<file path="src/rtl/sound_cmd_fifo.sv">
// 68K<->Z80 sound-command mailbox: command FIFO (68K -> Z80) and reply FIFO (Z80 -> 68K).
// Optional build macro SOUND_CMD_OVF_EN adds a sticky dropped-command flag (CMD_OVF / CMD_OVF_CLR).

// First-word-fall-through FIFO; DEPTH must be a power of two, DEPTH=1 degenerates to a latch + flag.
module sound_cmd_fifo_q #(
    parameter int unsigned DATA_W = 8,
    parameter int unsigned DEPTH  = 4,
    localparam int unsigned CNT_W = $clog2(DEPTH + 1)
) (
    input  logic              CLK,
    input  logic              nSDZ80CLR,
    input  logic              push,
    input  logic              pop,
    input  logic [DATA_W-1:0] din,
    output logic [DATA_W-1:0] head,
    output logic [CNT_W-1:0]  count,
    output logic              full,
    output logic              valid,
    output logic              drop
);

    logic full_q;
    logic valid_q;
    logic do_push;
    logic do_pop;

    // Pop only when something is queued; push is accepted when not full or when a pop frees a slot.
    assign do_pop  = pop & valid_q;
    assign do_push = push & (~full_q | do_pop);
    assign drop    = push & ~do_push;
    assign full    = full_q;
    assign valid   = valid_q;

    if (DEPTH > 1) begin : g_multi
        localparam int unsigned PTR_W = $clog2(DEPTH);

        logic [DATA_W-1:0] mem [DEPTH];
        logic [PTR_W-1:0]  wr_ptr;
        logic [PTR_W-1:0]  rd_ptr;
        logic [CNT_W-1:0]  count_q;
        logic [CNT_W-1:0]  count_next;

        always_comb begin
            count_next = count_q;
            if (do_push && !do_pop) begin
                count_next = count_q + CNT_W'(1);
            end else if (do_pop && !do_push) begin
                count_next = count_q - CNT_W'(1);
            end
        end

        // Pointers wrap naturally because DEPTH is a power of two.
        always_ff @(posedge CLK or negedge nSDZ80CLR) begin
            if (!nSDZ80CLR) begin
                for (int i = 0; i < int'(DEPTH); i++) begin
                    mem[i] <= '0;
                end
                wr_ptr  <= '0;
                rd_ptr  <= '0;
                count_q <= '0;
                full_q  <= 1'b0;
                valid_q <= 1'b0;
            end else begin
                if (do_push) begin
                    mem[wr_ptr] <= din;
                    wr_ptr      <= wr_ptr + PTR_W'(1);
                end
                if (do_pop) begin
                    rd_ptr <= rd_ptr + PTR_W'(1);
                end
                count_q <= count_next;
                full_q  <= (count_next == CNT_W'(DEPTH));
                valid_q <= (count_next != '0);
            end
        end

        assign head  = valid_q ? mem[rd_ptr] : '0;
        assign count = count_q;
    end else begin : g_single
        logic [DATA_W-1:0] data_q;

        always_ff @(posedge CLK or negedge nSDZ80CLR) begin
            if (!nSDZ80CLR) begin
                data_q  <= '0;
                valid_q <= 1'b0;
            end else begin
                if (do_push) begin
                    data_q <= din;
                end
                valid_q <= do_push | (valid_q & ~do_pop);
            end
        end

        assign full_q = valid_q;
        assign head   = valid_q ? data_q : '0;
        assign count  = CNT_W'(valid_q);
    end

endmodule

module sound_cmd_fifo #(
    parameter int unsigned DATA_W    = 8,
    parameter int unsigned CMD_DEPTH = 4,
    parameter int unsigned REP_DEPTH = 1
) (
    input  logic                             CLK,
    input  logic                             nSDZ80CLR,
    input  logic                             M68K_WR,
    input  logic                             M68K_RD,
    input  logic [DATA_W-1:0]                M68K_DIN,
    output logic [DATA_W-1:0]                M68K_DOUT,
    input  logic                             Z80_RD,
    input  logic                             Z80_WR,
    input  logic [DATA_W-1:0]                SDD_IN,
    output logic [DATA_W-1:0]                SDD_OUT,
    output logic                             nSDW,
`ifdef SOUND_CMD_OVF_EN
    output logic                             CMD_OVF,
    input  logic                             CMD_OVF_CLR,
`endif
    output logic [$clog2(CMD_DEPTH+1)-1:0]   CMD_COUNT,
    output logic                             CMD_FULL,
    output logic                             REP_VALID
);

    localparam int unsigned REP_CNT_W = $clog2(REP_DEPTH + 1);

    logic                 cmd_valid;
    logic                 cmd_drop;
    logic [DATA_W-1:0]    rep_head;
    logic [DATA_W-1:0]    last_rep_q;
    logic [REP_CNT_W-1:0] rep_count_unused;
    logic                 rep_full_unused;
    logic                 rep_drop_unused;

    sound_cmd_fifo_q #(
        .DATA_W (DATA_W),
        .DEPTH  (CMD_DEPTH)
    ) u_cmd_fifo (
        .CLK       (CLK),
        .nSDZ80CLR (nSDZ80CLR),
        .push      (M68K_WR),
        .pop       (Z80_RD),
        .din       (M68K_DIN),
        .head      (SDD_OUT),
        .count     (CMD_COUNT),
        .full      (CMD_FULL),
        .valid     (cmd_valid),
        .drop      (cmd_drop)
    );

    sound_cmd_fifo_q #(
        .DATA_W (DATA_W),
        .DEPTH  (REP_DEPTH)
    ) u_rep_fifo (
        .CLK       (CLK),
        .nSDZ80CLR (nSDZ80CLR),
        .push      (Z80_WR),
        .pop       (M68K_RD),
        .din       (SDD_IN),
        .head      (rep_head),
        .count     (rep_count_unused),
        .full      (rep_full_unused),
        .valid     (REP_VALID),
        .drop      (rep_drop_unused)
    );

    // NMI request is the inverted registered non-empty flag, so it cannot glitch on push+pop.
    assign nSDW = ~cmd_valid;

    // Sticky copy of the last reply popped, returned to the 68K when the reply queue is empty.
    always_ff @(posedge CLK or negedge nSDZ80CLR) begin
        if (!nSDZ80CLR) begin
            last_rep_q <= '0;
        end else if (M68K_RD && REP_VALID) begin
            last_rep_q <= rep_head;
        end
    end

    assign M68K_DOUT = REP_VALID ? rep_head : last_rep_q;

`ifdef SOUND_CMD_OVF_EN
    logic cmd_ovf_q;

    // A drop in the same cycle as a clear wins so the event is never lost.
    always_ff @(posedge CLK or negedge nSDZ80CLR) begin
        if (!nSDZ80CLR) begin
            cmd_ovf_q <= 1'b0;
        end else if (cmd_drop) begin
            cmd_ovf_q <= 1'b1;
        end else if (CMD_OVF_CLR) begin
            cmd_ovf_q <= 1'b0;
        end
    end

    assign CMD_OVF = cmd_ovf_q;
`else
    logic cmd_drop_unused;
    assign cmd_drop_unused = cmd_drop;
`endif

endmodule

</file>
<file path="config.mk">
export PLATFORM = sky130hd
export DESIGN_NAME = sound_cmd_fifo
export DESIGN_NICKNAME = d
export VERILOG_FILES = /design/src/rtl/sound_cmd_fifo.sv
export SDC_FILE = /design/constraint.sdc
export NUM_CORES = 1
export LEC_CHECK = 0
export ABC_AREA = 1
export CORE_UTILIZATION = 45
export DETAILED_ROUTE_END_ITERATION = 16
export GPL_ROUTABILITY_DRIVEN = 0
export GPL_TIMING_DRIVEN = 0
export PLACE_DENSITY_LB_ADDON = 0.15
export SYNTH_ARGS = -nofsm -noshare
export SYNTH_HDL_FRONTEND = slang
export SYNTH_SLANG_ARGS = --single-unit
</file>
<file path="constraint.sdc">
create_clock -name CLK -period 1.9 [get_ports CLK]
set_input_delay 0.38 -clock CLK [delete_from_list [all_inputs] [get_ports CLK]]
set_output_delay 0.38 -clock CLK [all_outputs]
set_load 0.05 [all_outputs]
</file>
# Word level (Yosys, flattened, before mapping)
# Index checks and enable logic that the tools add are counted.
[word_totals]
wordCells = 52
register_bits = 58
[op_classes]
eq_ne = 1
n_bitwise = 14
muxes = 11
magnitude_cmp = 3
addsub = 4
reduce_logical = 7
[ops]
columns = ["operator", "count"]
rows = [
  ["8-bit two-way mux", 6],
  ["32-bit bitwise mux", 1],
  ["8-bit binary-select mux with 2-bit select", 1],
  ["8-bit demux with 2-bit select", 1],
  ["3-bit >= comparator, second input constant", 2],
  ["3-bit two-way mux", 2],
  ["2-bit NOT with 3-bit output", 2],
  ["1-bit bitwise AND", 5],
  ["2-bit by 1-bit adder with 2-bit output, second input constant", 2],
  ["1-bit logical AND", 4],
  ["1-bit NOT", 4],
  ["3-bit by 1-bit adder with 3-bit output, second input constant", 1],
  ["3-bit equality test, second input constant", 1],
  ["3-bit by 1-bit less-than comparator with 1-bit output, second input constant", 1],
  ["1-bit bitwise OR", 3],
  ["3-bit nonzero test", 1],
  ["3-bit by 1-bit subtractor with 3-bit output, second input constant", 1],
  ["1-bit zero test", 2],
]

# Depth between registers and ports, before layout
# Gate-level depths: netlist of run 1.
[depth]
word_depth = 8
depth_mapped = 8

# Modules after synthesis
# From an unflattened synthesis of run 1, not the netlist that was laid out.
[hier_totals]
hier_cells = 358
area_unflattened_um2 = 2936.6
[by_module_without_submodules]
columns = ["module", "instances", "area_each_um2", "seq_area_each_um2", "cells_each"]
rows = [
  ["sound_cmd_fifo_q at u_cmd_fifo", 1, 2029.4, 1026.0, 237],
  ["sound_cmd_fifo_q at u_rep_fifo", 1, 466.7, 225.2, 60],
  ["sound_cmd_fifo", 1, 440.4, 200.2, 61],
]

# Worst setup path before layout of run 1
# Ideal clock, no wire load.
[synth_timing]
kind = "reg-to-output"
start = "register u_rep_fifo.valid_q (netlist: u_rep_fifo.count)"
end = "output port M68K_DOUT[0]"
path_buffers = 2
path_stages_with_launch = 4
t_required_ns = 1.520
t_arrival_ns = 2.081
setup_slack_ns = -0.561
cell_sequence = "dfrtp_1 buf_2 clkbuf_1 o21ai_0"
[synth_via]
elab_chain_cells = 2
[synth_rtl]
columns = ["item", "line", "rtl"]
rows = [
  ["start: declaration", "23", "logic valid_q;"],
  ["start signal: assignment", "90", "valid_q <= do_push | (valid_q & ~do_pop);"],
  ["8-bit two-way mux", "95", "assign head = valid_q ? data_q : '0;"],
  ["8-bit two-way mux (*)", "180", "assign M68K_DOUT = REP_VALID ? rep_head : last_rep_q;"],
  ["end: declaration", "111", "output logic [DATA_W-1:0] M68K_DOUT,"],
]
# Every way passes the cells marked *; elsewhere a longest branch is shown, timed or not.

# Final worst setup path of run 1
[layout_timing]
start = "register u_cmd_fifo.g_multi.rd_ptr[0]"
end = "output port SDD_OUT[2]"
[layout_via]
elab_chain_cells = 5
[layout_rtl]
columns = ["item", "line", "rtl"]
rows = [
  ["start: declaration", "39", "logic [PTR_W-1:0] rd_ptr;"],
  ["start signal: assignment", "69", "rd_ptr <= rd_ptr + PTR_W'(1);"],
  ["2-bit NOT with 3-bit output (implied by the code)", "77", "assign head = valid_q ? mem[rd_ptr] : '0;"],
  ["8-bit binary-select mux with 2-bit select", "77", ""],
  ["8-bit two-way mux (implied by the code) (2 in a row)", "77", ""],
  ["8-bit two-way mux", "77", ""],
  ["end: declaration", "115", "output logic [DATA_W-1:0] SDD_OUT,"],
]
# No other way between the ends. The select of a mux whose other input is x is not followed.

==> key figures, run 1 <==
Routing
  • First-pass DRT Iterations: 5
  • Drc violations: 0
  • Final wirelength: ~6.4 mm
  • Final antenna-violating net count: 0
  • Via count: ~2300
  • DR vias/cell: 5.11
  • Starting DRT DRC Count: between 100 and 150
  • WL/cell: approximately 14 um

Pwr
  • Power Dens Cells: ~1800 nW/um^2
  • Int Power: 0.00377 W
  • Total power draw: 0.00665 W
  • Sequential power share: 0.302
  • Clock power frac: 0.196
  • Sw Pwr: around 0.0029 W
  • Sw frac: 0.434
  • Worst IR Drop VDD: between 1 and 1.5 mV
  • Comb pwr share: 0.502
  • Leakage: between 1.5 and 2 nW

Synth
  • Post-synth ARST share: 1.00
  • YS warnings: 0
  • Post-Synthesis Cell Area: around 2700 um^2
  • Sequential area share after synthesis: 0.531
  • Distinct cells, synth: 22
  • Top-count cell post-synth: nand2_1
  • Cell taking the most area after synthesis: dfrtp_1
  • Largest cells by area after synthesis: dfrtp_1 (53%), nand2_1 (8.8%), o21ai_0 (5.9%), nor2_1 (5.6%), o21ai_1 (4.4%)
  • Post-synth top flop: dfrtp_1
  • Post-synth top area share: 0.531
  • Synth cell count leaders: nand2_1 (64), dfrtp_1 (58), nor2_1 (41)
  • Syn Inst Count: a little over 300
  • Post-synthesis average cell area: a little under 9 um^2
  • Number of enable flip-flop cells after synthesis: 0
  • Synth Register Bits: just under 60
  • Syn_nets: 337

Floorplan
  • Area of the core: approximately 5900 um^2
  • Initial Utilization: 0.464
  • Die width: 79.9 um
  • Die Height: ~80 um
  • Io pins: 44
  • DIE AREA: 6390 um^2
  • Cell row count: 28

Clocking
  • Longest Clk Path Bufs: 2
  • Clk slew on worst S/H paths: around 0.070 ns
  • CTS Sinks: a little under 60
  • CTS tree: yes
  • Root buffer cell: clkbuf_8
  • CTS Buf Count: 9
  • # H-tree levels: 3
  • Worst-skew pair later-pin latency: between 0.3 and 0.4 ns

Placed design
  • Post-DP HPWL: 4.19 mm
  • # port buffers: 43
  • Worst slack, placed: -0.826 ns

Critical path
  • Crit Path Category: flip-flop to output port
  • Worst setup SP type: flip-flop
  • Crit path to: SDD_OUT[2]
  • CP most frequent cell: buf_6
  • Critical-path cell list: buf_6, buf_6, nor2_2, nor2_1, o21ai_1, a21oi_1, buf_4
  • Worst r2r src: u_rep_fifo.count
  • R2r setup slk: roughly 0.39 ns
  • Critical Path RT: roughly 1.5 ns
  • Worst Path Arrival: around 1.6 ns
  • Reg2reg end: u_rep_fifo.g_single.data_q[1]
  • Setup crit end kind: output port
  • CP max-delay cell: dfrtp_1
  • Critical path launch point: u_cmd_fifo.g_multi.rd_ptr[0]
  • Reg2Reg Depth: 4
  • Largest stage delay on the critical path: between 0.3 and 0.4 ns
  • Crit Path Max Fanout: 6

GRT
  • Initial antenna violation count: 0
  • First-pass GRT wire length: between 10 and 15 mm
  • GRT overflow: 0
  • Total GRT Usage: 0.225
  • Vias in the first global route: between 2000 and 2500
  • Largest net degree at the start of global routing: 35

Outcome
  • Violated checks: negative setup slack
  • Status: finished, violations left

Flow run
  • Max-cap violation count: 0

STA
  • Max-slew violation count: 0
  • Setup ws final: -0.106 ns
  • # setup viols final: 7
  • Final Hold Viols: 0
  • Sum Neg Setup Slack: -0.261 ns
  • Unrepaired setup endpoints after global routing: true
  • Max Fclk: ~500 MHz
  • Slew @ Worst Pin: slightly below 0.6 ns
  • Final period util: 1.06
  • Slew HR: 0.609
  • Post-layout min period: approximately 2 ns
  • Worst Skew: approximately 0.0096 ns

Cells and area
  • Share of cells above drive strength 1: 0.229
  • Area grow syn2layout: 33.7%
  • Ant diodes: 0
  • Fin nets: a little under 400

Worst hold path
  • Worst min path class: input pin to asynchronous set/reset pin
-- flip-flops by register name (all words and copies together) (netlist names) --
signal	flops
u_cmd_fifo.full	1
u_rep_fifo.g_single.data_q	8
u_cmd_fifo.valid	1
u_cmd_fifo.count	3
u_cmd_fifo.g_multi.rd_ptr	2
last_rep_q	8
u_cmd_fifo.g_multi.mem	32
u_cmd_fifo.g_multi.wr_ptr	2
u_rep_fifo.count	1
-- power by group through the flow --
| stage | sequential [W] | combinational [W] | clock [W] |
|---|---|---|---|
| floorplan | 0.00205 | 0.00206 | 0 |
| global placement | 0.00196 | 0.00301 | 0 |
| finish | 0.00201 | 0.00334 | 0.00130 |
| global route | 0.00207 | 0.00360 | 0.00139 |
| CTS | 0.00200 | 0.00333 | 0.00133 |
| detailed placement | 0.00197 | 0.00305 | 0 |
-- metal layers --
metal | vias to the layer above | GRT usage | wire, um
met5 | - | 0 | 0
met3 | 15 | 0.0343 | 247
met1 | 1096 | 0.305 | 2940
met2 | 63 | 0.350 | 2990
met4 | 0 | 0.113 | 165
li1 | 1127 | - | -
-- worst min path at each step --
| stage | startpoint | end | slack [ns] | cells past startpoint |
|---|---|---|---|---|
| floorplan | nSDZ80CLR | last_rep_q[0] | 0.08 | 0 |
| global route | nSDZ80CLR | u_cmd_fifo.g_multi.mem[21] | 0.08 | 1 |
| detailed placement | nSDZ80CLR | u_cmd_fifo.g_multi.mem[21] | 0.41 | 1 |
| finish | nSDZ80CLR | u_cmd_fifo.g_multi.mem[21] | 0.04 | 1 |
| global placement | u_cmd_fifo.g_multi.mem[20] | u_cmd_fifo.g_multi.mem[20] | 0.46 | 2 |
| CTS | nSDZ80CLR | u_cmd_fifo.g_multi.mem[21] | 0.05 | 1 |
-- cells by family (layout without fill, tap and decap cells) --
family	Yosys count	after routing	share of synthesized area
adder cells (fa/ha/maj)	6	6	0.0275
buffers and inverters	39	105	0.0659
multiplexers	7	7	0.0288
AND/OR/NAND/NOR	119	119	0.180
AO/OA/AOI/OAI	76	76	0.154
flip-flops	58	58	0.531
XOR/XNOR	4	4	0.0128
-- final cells by class --
class	count	area, um^2
plain buffers	8	104
well taps	75	93.8
clock buffers	12	155
fillers	529	2230
repair buffers	52	494
flip-flops and latches	58	1450
clock inverters	4	73.8
inverters	29	120
multi-input cells	212	1160
-- critical path: cells and delay by family (launching register included) --
kind,cells,cell delay (ns)
buffers and inverters,3,0.53
and+or+nand+nor,2,0.14
DFF,1,0.34
AOI/OAI and AO/OA,2,0.27
-- layout by cell type, fill, tap and decap left out, types with 6 or more instances in the layout --
cell type / synthesis / layout
nor2_1: 41 / 34
mux2_2: 7 / 7
o21ai_2: 8 / 12
inv_1: 27 / 26
clkbuf_8: 0 / 11
buf_6: 4 / 9
buf_4: 0 / 20
a21oi_1: 11 / 10
o21ai_0: 32 / 13
nand3_1: 8 / 8
clkdlybuf4s50_1: 0 / 21
dfrtp_1: 58 / 56
o21ai_1: 24 / 39
nand2_1: 64 / 64
ha_1: 6 / 6
-- timing repair --
action / CTS / global route
resized for setup: 136 / 11
hold buffers: 0 / 0
endpoints found under the setup margin: 21 / 17
gates cloned: 1 / 0
buffers inserted: 7 / 0
pin swaps: 14 / 9
-- stage by stage --
step                      instances  instance area, um^2   util  hold WS, ns
after floorplan                 309                 2760      -       0.0844
after global placement          427                 3280  0.558        0.460
after detailed placement        428                 3300  0.560        0.414
after CTS                       451                 3650  0.620       0.0492
after global routing            450                 3660  0.621       0.0785
final                           450                 3660  0.621       0.0401
No activity file was read; power rests on OpenSTA's default activity.
==> run 2: changes to the inputs <==
--- a/config.mk
+++ b/config.mk
@@ -10,7 +10,8 @@
 export DETAILED_ROUTE_END_ITERATION = 16
 export GPL_ROUTABILITY_DRIVEN = 0
 export GPL_TIMING_DRIVEN = 0
-export PLACE_DENSITY_LB_ADDON = 0.15
+export PLACE_DENSITY = 0.69
 export SYNTH_ARGS = -nofsm -noshare
 export SYNTH_HDL_FRONTEND = slang
 export SYNTH_SLANG_ARGS = --single-unit
+export TNS_END_PERCENT = 10
==> run 2 against run 1 <==
Against the previous run: the run still ends with negative setup slack left; worst hold slack better by 0.034 ns; sequential cell count is the same; maximum frequency up 2.3%; count of clock-buffer cells in the layout unchanged; highest routed layer unchanged; wire length decreased by 7.3%; largest cell class unchanged; first-iteration DRC count decreased by 3.0%.
==> key figures, run 2 (synthesis results as in run 1) <==
Cells and area
  • Largest Register: u_cmd_fifo.g_multi.mem (unchanged)
  • Multi-input logic area: 1120 um^2 (was 1160 um^2)
  • Fillers: 537 (was 529)
  • Area grow syn2layout: 29.7% (was 33.7%)
  • Max reg flops: 32 (unchanged)
  • Most frequent cells in the layout: nand2_1 (64), dfrtp_1 (57), nor2_1 (38) (was nand2_1 (64), dfrtp_1 (56), o21ai_1 (39))
  • Share of cells above drive strength 1: 0.194 (was 0.229)
  • Register Area: 1450 um^2 (about the same)
  • Largest registers: u_cmd_fifo.g_multi.mem x32, last_rep_q x8, u_rep_fifo.g_single.data_q x8 (unchanged)
  • Most common cell after layout, fill and taps aside: nand2_1 (unchanged)
  • Fin nets: 396 (was 398)
  • Ant diodes: 0 (unchanged)

Clocking
  • CTS Sinks: 58 (unchanged)
  • Worst-skew pair later-pin latency: 0.33 ns (about the same)
  • # H-tree levels: 3 (unchanged)
  • Root buffer cell: clkbuf_8 (unchanged)
  • CTS Buf Count: 9 (unchanged)
  • Cts hold-fix bufs: 0 (unchanged)
  • CTS tree: yes (unchanged)
  • Clk slew on worst S/H paths: 0.06 ns (was 0.07 ns)
  • Longest Clk Path Bufs: 2 (unchanged)

Critical path
  • Reg2Reg Depth: 5 (was 4)
  • Setup crit end kind: output port (unchanged)
  • Worst Path Arrival: 1.58 ns (was 1.63 ns)
  • Crit Path Max Fanout: 6 (unchanged)
  • Critical Path RT: 1.52 ns (about the same)
  • Worst setup SP type: flip-flop (unchanged)
  • Crit Path Category: flip-flop to output port (unchanged)
  • R2r setup slk: 0.40 ns (was 0.39 ns)

STA
  • Unrepaired setup endpoints after global routing: true (unchanged)
  • Max-slew violation count: 0 (unchanged)
  • Sum Neg Setup Slack: -0.304 ns (was -0.261 ns)
  • Slew HR: 0.562 (was 0.609)
  • Slew @ Worst Pin: 0.657 ns (was 0.586 ns)
  • WHS: 0.0744 ns (was 0.0401 ns)
  • Final Hold Viols: 0 (unchanged)
  • Post-layout min period: 1.96 ns (was 2.01 ns)
  • Setup ws final: -0.0610 ns (was -0.106 ns)
  • # setup viols final: 8 (was 7)
  • Final period util: 1.03 (was 1.06)
  • Worst Skew: 0.00908 ns (was 0.00964 ns)
  • Max Fclk: 510 MHz (was 499 MHz)

Floorplan
  • Initial Utilization: 0.464 (unchanged)
  • Io pins: 44 (unchanged)
  • Die width: 79.9 um (unchanged)
  • Area of the core: 5890 um^2 (unchanged)
  • DIE AREA: 6390 um^2 (unchanged)
  • Die Height: 79.9 um (unchanged)
  • Cell row count: 28 (unchanged)

GRT
  • Met1 GRT Util: 0.254 (was 0.305)
  • Global routing usage on met3: 0.0411 (was 0.0343)
  • Initial antenna violation count: 0 (unchanged)
  • Grt met2 use: 0.364 (was 0.350)
  • Total GRT Usage: 0.211 (was 0.225)
  • Most Used Layer, Global Route: met2 (unchanged)
  • Vias in the first global route: 2261 (was 2161)
  • Largest net degree at the start of global routing: 32 (was 35)
  • First-pass GRT wire length: 10.2 mm (was 10.5 mm)
  • GRT overflow: 0 (unchanged)

Placed design
  • # port buffers: 43 (unchanged)
  • Post-DP HPWL: 4.10 mm (was 4.19 mm)

Outcome
  • Status: finished, violations left (unchanged)
  • Violated checks: negative setup slack (unchanged)

Routing
  • Drc violations: 0 (unchanged)
  • Final antenna-violating net count: 0 (unchanged)
  • DR vias/cell: 5.03 (was 5.11)
  • Final wirelength: 5.89 mm (was 6.35 mm)
  • Via count: 2248 (was 2301)
  • First-pass DRT Iterations: 4 (was 5)
  • Starting DRT DRC Count: 128 (was 132)
  • WL/cell: 13.2 um (was 14.1 um)

Flow run
  • Max-cap violation count: 0 (unchanged)

Pwr
  • Leakage: 1.75 nW (was 1.78 nW)
  • Power Dens Cells: 1760 nW/um^2 (was 1820 nW/um^2)
  • Worst IR Drop VDD: 0.794 mV (was 1.49 mV)

Worst hold path
  • Worst min path class: input pin to asynchronous set/reset pin (unchanged)
run 2: timing repair:
item,CTS,global route
endpoints found under the setup margin,21,18
gates resized for setup,111,21
endpoints found under the hold margin,0,0
setup buffers,3,1
pin swaps,3,5
gates cloned,0,1
run 2: per-layer routing:
layer  wire, um  part of all wire  up-vias
li1           -                 -     1120
met1       2560              0.44     1046
met2       2930              0.50       71
met3        298             0.051       11
met4         89             0.015        0
met5          0                 0        -
run 2: final timing paths:
check	start	end
setup / recovery	u_cmd_fifo.g_multi.rd_ptr[0]	SDD_OUT[6]
hold / removal	nSDZ80CLR	u_cmd_fifo.g_multi.mem[28]
setup reg to reg	u_cmd_fifo.valid	u_cmd_fifo.g_multi.mem[26]
hold reg to reg	u_cmd_fifo.g_multi.mem[20]	u_cmd_fifo.g_multi.mem[20]
max in group asynchronous	nSDZ80CLR	u_rep_fifo.g_single.data_q[2]
min in group CLK	u_cmd_fifo.g_multi.mem[20]	u_cmd_fifo.g_multi.mem[20]
run 2: report_power, final:
| group | total, W | switching, W | internal, W |
|---|---|---|---|
| Combinational | 0.00315 | 0.00198 | 0.00117 |
| Sequential | 0.00199 | 0.000295 | 0.00170 |
| Clock | 0.00109 | 0.000459 | 0.000631 |
| Total | 0.00623 | 0.00274 | 0.00350 |
run 2: worst max-delay path, stage by stage (launching register included):
cell and delay, ns:
dfrtp_1 0.34, buf_6 0.15, buf_4 0.15, nor2_1 0.05, nor2_1 0.08, o21ai_0 0.10
a21oi_1 0.14, buf_4 0.22
run 2: metrics by stage:
stage	util	worst slack [ns]	instances	power, W	instance area (um^2)
after floorplan	-	-0.260	309	0.00410	2740
after global placement	0.554	-1.41	427	0.00489	3260
after detailed placement	0.557	-0.687	428	0.00497	3280
after CTS	0.590	-0.0633	445	0.00612	3470
after global routing	0.603	-0.159	447	0.00667	3550
final	0.603	-0.0610	447	0.00623	3550
run 2: area by class of cell:
class                   instances  share of cell area
multi-input cells             212               0.315
flip-flops and latches         58               0.410
well taps                      75              0.0265
inverters                      29              0.0321
clock buffers                  12              0.0409
clock inverters                 3              0.0113
repair buffers                 49               0.133
plain buffers                   9              0.0314
